## src/rtl/fp_pkg.sv

```systemverilog
// Shared floating-point definitions used by the multiply path
// (multiplier, controller and normalizer).
package fp_pkg;

    typedef enum logic [1:0] {
        IDLE = 2'd0,
        BUSY = 2'd1,
        DONE = 2'd2
    } state_t;

    // Exponent field width grows by three bits per doubling of the word size.
    function automatic int exp_width(input int size);
        return 5 + ($clog2(size) - 4) * 3;
    endfunction

    // Standard IEEE-style exponent bias for a given exponent width.
    function automatic int exp_bias(input int expw);
        return (2 ** (expw - 1)) - 1;
    endfunction

endpackage

```

## src/rtl/unpack_fp.sv

```systemverilog
// Splits a packed {sign, exponent, fraction} operand into its sign, the
// effective exponent (subnormals read as 1) and the significand with the
// hidden bit restored.
module unpack_fp #(
    parameter int SIZE     = 64,
    parameter int EXPONENT = 11,
    parameter int FRACTION = 52
) (
    input  logic [SIZE-1:0]     i_op,
    output logic                o_sign,
    output logic [EXPONENT-1:0] o_exp,
    output logic [FRACTION:0]   o_sig
);

    logic [EXPONENT-1:0] expField;
    logic [FRACTION-1:0] fracField;
    logic                hidden;

    assign o_sign    = i_op[SIZE-1];
    assign expField  = i_op[SIZE-2 -: EXPONENT];
    assign fracField = i_op[FRACTION-1:0];
    assign hidden    = |expField;
    assign o_exp     = hidden ? expField : EXPONENT'(1);
    assign o_sig     = {hidden, fracField};

endmodule

```

## src/rtl/mult_mantissa_fp.sv

```systemverilog
// Iterative shift-add significand multiplier. A load captures both
// significands, the result sign and the biased exponent sum. Each enabled
// cycle then retires one multiplier bit, so the full double-width product is
// ready FRACTION+1 enabled cycles after the load.
module mult_mantissa_fp
    import fp_pkg::*;
#(
    parameter int SIZE     = 64,
    parameter int EXPONENT = exp_width(SIZE),
    parameter int FRACTION = SIZE - EXPONENT - 1,
    parameter int BIAS     = exp_bias(EXPONENT)
) (
    input  logic                          i_clk,
    input  logic                          i_rst,
    input  logic                          i_en,
    input  logic                          i_clr_n,
    input  logic [SIZE-1:0]               i_a,
    input  logic [SIZE-1:0]               i_b,
    output logic                          o_sign,
    output logic signed [EXPONENT+1:0]    o_exp,
    output logic [2*(FRACTION+1)-1:0]     o_mant,
    output logic                          o_done
);

    localparam int SIG_W  = FRACTION + 1;
    localparam int PROD_W = 2 * SIG_W;
    localparam int EXP_W  = EXPONENT + 2;
    localparam int CNT_W  = $clog2(FRACTION + 2);
    localparam logic [CNT_W-1:0] LAST_ITER = CNT_W'(FRACTION);

    logic                signA, signB;
    logic [EXPONENT-1:0] effExpA, effExpB;
    logic [SIG_W-1:0]    sigA, sigB;

    state_t              state_q, state_d;
    logic [SIG_W-1:0]    mcand_q, mcand_d;
    logic [SIG_W-1:0]    mplier_q, mplier_d;
    logic [PROD_W-1:0]   acc_q, acc_d;
    logic [CNT_W-1:0]    cnt_q, cnt_d;
    logic                sign_q, sign_d;
    logic [EXP_W-1:0]    exp_q, exp_d;
    logic                done_q, done_d;

    logic [EXP_W-1:0]    loadExp;
    logic [PROD_W-1:0]   partial;

    unpack_fp #(.SIZE(SIZE), .EXPONENT(EXPONENT), .FRACTION(FRACTION)) u_unpack_a (
        .i_op   (i_a),
        .o_sign (signA),
        .o_exp  (effExpA),
        .o_sig  (sigA)
    );

    unpack_fp #(.SIZE(SIZE), .EXPONENT(EXPONENT), .FRACTION(FRACTION)) u_unpack_b (
        .i_op   (i_b),
        .o_sign (signB),
        .o_exp  (effExpB),
        .o_sig  (sigB)
    );

    // Exponent sum wraps in EXP_W bits; range handling belongs downstream.
    assign loadExp = {2'b00, effExpA} + {2'b00, effExpB} - EXP_W'(BIAS);
    assign partial = {{SIG_W{1'b0}}, mcand_q} << cnt_q;

    // Next-state logic: a load always wins, otherwise BUSY retires one bit per enabled cycle.
    always_comb begin
        state_d  = state_q;
        mcand_d  = mcand_q;
        mplier_d = mplier_q;
        acc_d    = acc_q;
        cnt_d    = cnt_q;
        sign_d   = sign_q;
        exp_d    = exp_q;
        done_d   = done_q;
        if (!i_clr_n) begin
            mcand_d  = sigA;
            mplier_d = sigB;
            acc_d    = '0;
            cnt_d    = '0;
            sign_d   = signA ^ signB;
            exp_d    = loadExp;
            done_d   = 1'b0;
            state_d  = BUSY;
        end else begin
            case (state_q)
                BUSY: begin
                    if (i_en) begin
                        if (mplier_q[0]) begin
                            acc_d = acc_q + partial;
                        end
                        mplier_d = mplier_q >> 1;
                        cnt_d    = cnt_q + CNT_W'(1);
                        if (cnt_q == LAST_ITER) begin
                            state_d = DONE;
                            done_d  = 1'b1;
                        end
                    end
                end
                default: begin
                end
            endcase
        end
    end

    // State and datapath registers; reset abandons any partial product.
    always_ff @(posedge i_clk or posedge i_rst) begin
        if (i_rst) begin
            state_q  <= IDLE;
            mcand_q  <= '0;
            mplier_q <= '0;
            acc_q    <= '0;
            cnt_q    <= '0;
            sign_q   <= 1'b0;
            exp_q    <= '0;
            done_q   <= 1'b0;
        end else begin
            state_q  <= state_d;
            mcand_q  <= mcand_d;
            mplier_q <= mplier_d;
            acc_q    <= acc_d;
            cnt_q    <= cnt_d;
            sign_q   <= sign_d;
            exp_q    <= exp_d;
            done_q   <= done_d;
        end
    end

    assign o_sign = sign_q;
    assign o_exp  = exp_q;
    assign o_mant = acc_q;
    assign o_done = done_q;

endmodule

```

## config.mk

```make
export PLATFORM = sky130hd
export DESIGN_NAME = mult_mantissa_fp
export DESIGN_NICKNAME = d
export VERILOG_FILES = /design/src/rtl/fp_pkg.sv /design/src/rtl/unpack_fp.sv /design/src/rtl/mult_mantissa_fp.sv
export SDC_FILE = /design/constraint.sdc
export NUM_CORES = 1
export LEC_CHECK = 0
export BUFFER_PORTS_ARGS = -buffer_cell sky130_fd_sc_hd__buf_2
export CORE_ASPECT_RATIO = 1.75
export CORE_MARGIN = 4
export CORE_UTILIZATION = 40
export DETAILED_ROUTE_END_ITERATION = 12
export SLEW_MARGIN = 30
export SYNTH_ARGS = -nofsm -noshare
export SYNTH_HDL_FRONTEND = slang
export SYNTH_SLANG_ARGS = --single-unit
export TNS_END_PERCENT = 5
```

## constraint.sdc

```tcl
create_clock -name i_clk -period 11.45 [get_ports i_clk]
set_input_delay 2.29 -clock i_clk [delete_from_list [all_inputs] [get_ports i_clk]]
set_output_delay 2.29 -clock i_clk [all_outputs]
set_load 0.005 [all_outputs]
```

==> reports/qor.yml <==
io_buffers: 252
hold_path.class: "flop to flop"
yosys_warnings: 0
setup_tns_ns: 0
core_area_um2: 50500
relSlewSlack: 0.285
die_h_um: 307
grt_pass1_wl_um: 116000
setup_viol: 0
synth_seq_cells: 234
skew_ns: 0.0159
worstSkewPairLatency_ns: 0.57
synth_area_leader_cell: "dfrtp_1"
ys_types: 74
cts_buffers: 25
multiInputGateArea_um2: 13600
dp_cells: 3341
drive_gt1_frac: 0.170
fillers: 5261
fin_cells: 3387
syn_inst: 2591
startpoint_type: "flop"
syn_area_per_cell_um2: 7.87
period_share: 0.642
routedWlPerCell_um: 22.5
pwr-share-clk: 0.284
synth_fp_nets: 2853
cts_max_level: 1
cts_setup_buffers: 0
grt-ovfl-total: 0
final_common_cell: "nand2_1"
vias: 19700
die_w_um: 179
rows: 109
switching_share: 0.389
syn_area_um2: 20400
final_util: 0.451
viasPerCell: 5.81
synth_edf_count: 0
max_freq_ghz: 0.136
power_frac_seq: 0.336
synthArstFlopShare: 1.00
maxSlewViolCount: 0
drtIter0Drc: 1251
leakagePower_uw: 0.00999
status: "finished clean"
switchingPower_uw: 1140
track_usage: 0.270
layout_common_cells: "nand2_1, buf_2, nor2_1, dfrtp_1, o21ai_0"
ant_nets: 0
area_growth_pct: 11.7
cts_tree: "done"
cp.arrival_ns: 7.85
cp_max_fo: 63
cts_root_buf: "clkbuf_16"
max_cap_violations: 0
drc_errors: 0
end_kind: "flop"
ys_top_cells_by_area: "dfrtp_1, nand2_1, ha_1"
gp_congestion: 1.02
routed_wl_um: 76300
ys_seq_area_frac: 0.287
start_util: 0.404
io_pins: 253
fin_crit_ns: 7.35
pwr-share-comb: 0.380
clk_path_buf_depth: 3
nets: 2964
seqCellArea_um2: 5860
grt_max_degree: 112
post_cts_resized: 0
clk_pin_slew_worst_paths_ns: 0.06
timing.setup.critical_path_class: "flop to flop"
first_pass_iters: 7
cellPowerDensity_nw_per_um2: 129
synth_flop_cell: "dfrtp_1"
internal_power_uw: 1790
hpwl_um: 61200
worstMarginPinSlew_ns: 1.07
dieArea_um2: 54800
antenna_found_initial: 2
rsz0062_at_grt: "no"
cts_hold_buffers: 0
numClockSinks: 234
finalHoldViolCount: 0
worstPathRequired_ns: 11.95
first_global_vias: 19900
synth_top_area_share: 0.287
ir_drop_mv: 0.117
## flip-flops by register name (all words and copies together) (netlist names)
register  count
o_mant      106
mcand_q      53
mplier_q     53
o_exp        13
cnt_q         6
state_q       2
o_sign        1
## cell usage after synthesis, drive strengths merged (12+ instances only)
library cell and number:
ha 128, buf 34, o21bai 33, a21oi 199, o21a 12, mux2i 81
nand4 48, a21o 37, nand2 474, and2 93, o31ai 14, nor3 19
dfrtp 234, nor4 14, o21ai 230, nand3 30, a31oi 79, xnor2 71
clkbuf 155, xor2 36, mux4 35, inv 56, nor2 240, mux2 82
nor2b 18, a21boi 16
## worst paths after layout
| kind | slack (ns) | startpoint | endpoint | cells after the start |
|---|---|---|---|---|
| min reg2reg | 0.48 | o_exp[10]$_DFFE_PP0N_ | o_exp[10]$_DFFE_PP0N_ | 2 |
| max | 4.10 | cnt_q[0]$_DFFE_PP0P_ | o_mant[105]$_DFFE_PP0P_ | 24 |
| max in group asynchronous | 8.26 | i_rst | o_mant[60]$_DFFE_PP0P_ | 3 |
| min | 0.48 | o_exp[10]$_DFFE_PP0N_ | o_exp[10]$_DFFE_PP0N_ | 2 |
| min in group asynchronous | 1.82 | i_rst | mplier_q[40]$_DFFE_PP0P_ | 2 |
| max reg2reg | 4.10 | cnt_q[0]$_DFFE_PP0P_ | o_mant[105]$_DFFE_PP0P_ | 24 |
## routing by layer
metal	wire length, um	share of wire	vias up	GRT usage
met5	0	0	-	0
met4	4790	0.063	0	0.147
met3	3830	0.050	182	0.0391
met2	40000	0.52	651	0.503
met1	27700	0.36	9442	0.289
li1	-	-	9390	-
## cell families after synthesis
logic type                 after synthesis  share of synthesized area
DFF                                    234                      0.287
and+or+nand+nor                        970                      0.209
muxes                                  198                      0.124
adders and majority gates              130                     0.0805
AOI/OAI and AO/OA                      707                      0.208
xor gates and xnor gates               107                     0.0460
buffers and inverters                  245                     0.0456
## metrics by stage
stage	instance area (um2)	hold slack (ns)	worst slack (ns)	total power (uW)
4_1_cts	22800	0.487	4.17	2960
3_3_place_gp	22000	0.468	4.26	2100
6_report	22800	0.484	4.10	2930
2_1_floorplan	20400	0.470	2.74	1730
5_1_grt	22800	0.516	3.48	3110
3_5_place_dp	22000	0.471	4.19	2110
## power groups by stage
stage / combinational (uW) / sequential, uW / clock (uW)
4_1_cts: 1110 / 985 / 861
6_report: 1110 / 985 / 832
5_1_grt: 1220 / 993 / 891
2_1_floorplan: 759 / 971 / 0
3_3_place_gp: 1110 / 998 / 0
3_5_place_dp: 1110 / 1000 / 0
## cell type report
type	instances	share of cell area
Clock inverter	12	0.00461
Inverter	56	0.00956
Antenna cell	1	0.000110
Clock buffer	33	0.0310
Timing Repair Buffer	273	0.0632
Tap cell	666	0.0366
Multi-Input combinational cell	2112	0.598
Sequential cell	234	0.257
## critical path, cell delays in order, from the launching register on
cell	delay, ns
dfrtp_2	0.34
buf_4	0.66
inv_1	0.51
a211oi_1	0.31
a21oi_1	0.10
mux2i_1	0.24
mux2_2	0.24
nor2_1	0.05
a31oi_1	0.49
o22ai_1	0.27
ha_1	0.54
nand2_1	0.10
nor4_1	0.43
nand4_1	0.14
o21ai_0	0.28
a2111oi_1	0.10
buf_4	0.20
a2111oi_2	0.35
nor2_1	0.15
o31ai_4	0.33
a21oi_2	0.13
o41a_1	0.53
o31ai_2	0.29
mux2i_1	0.24
mux2i_1	0.20
(Power assumes the default switching activity.)
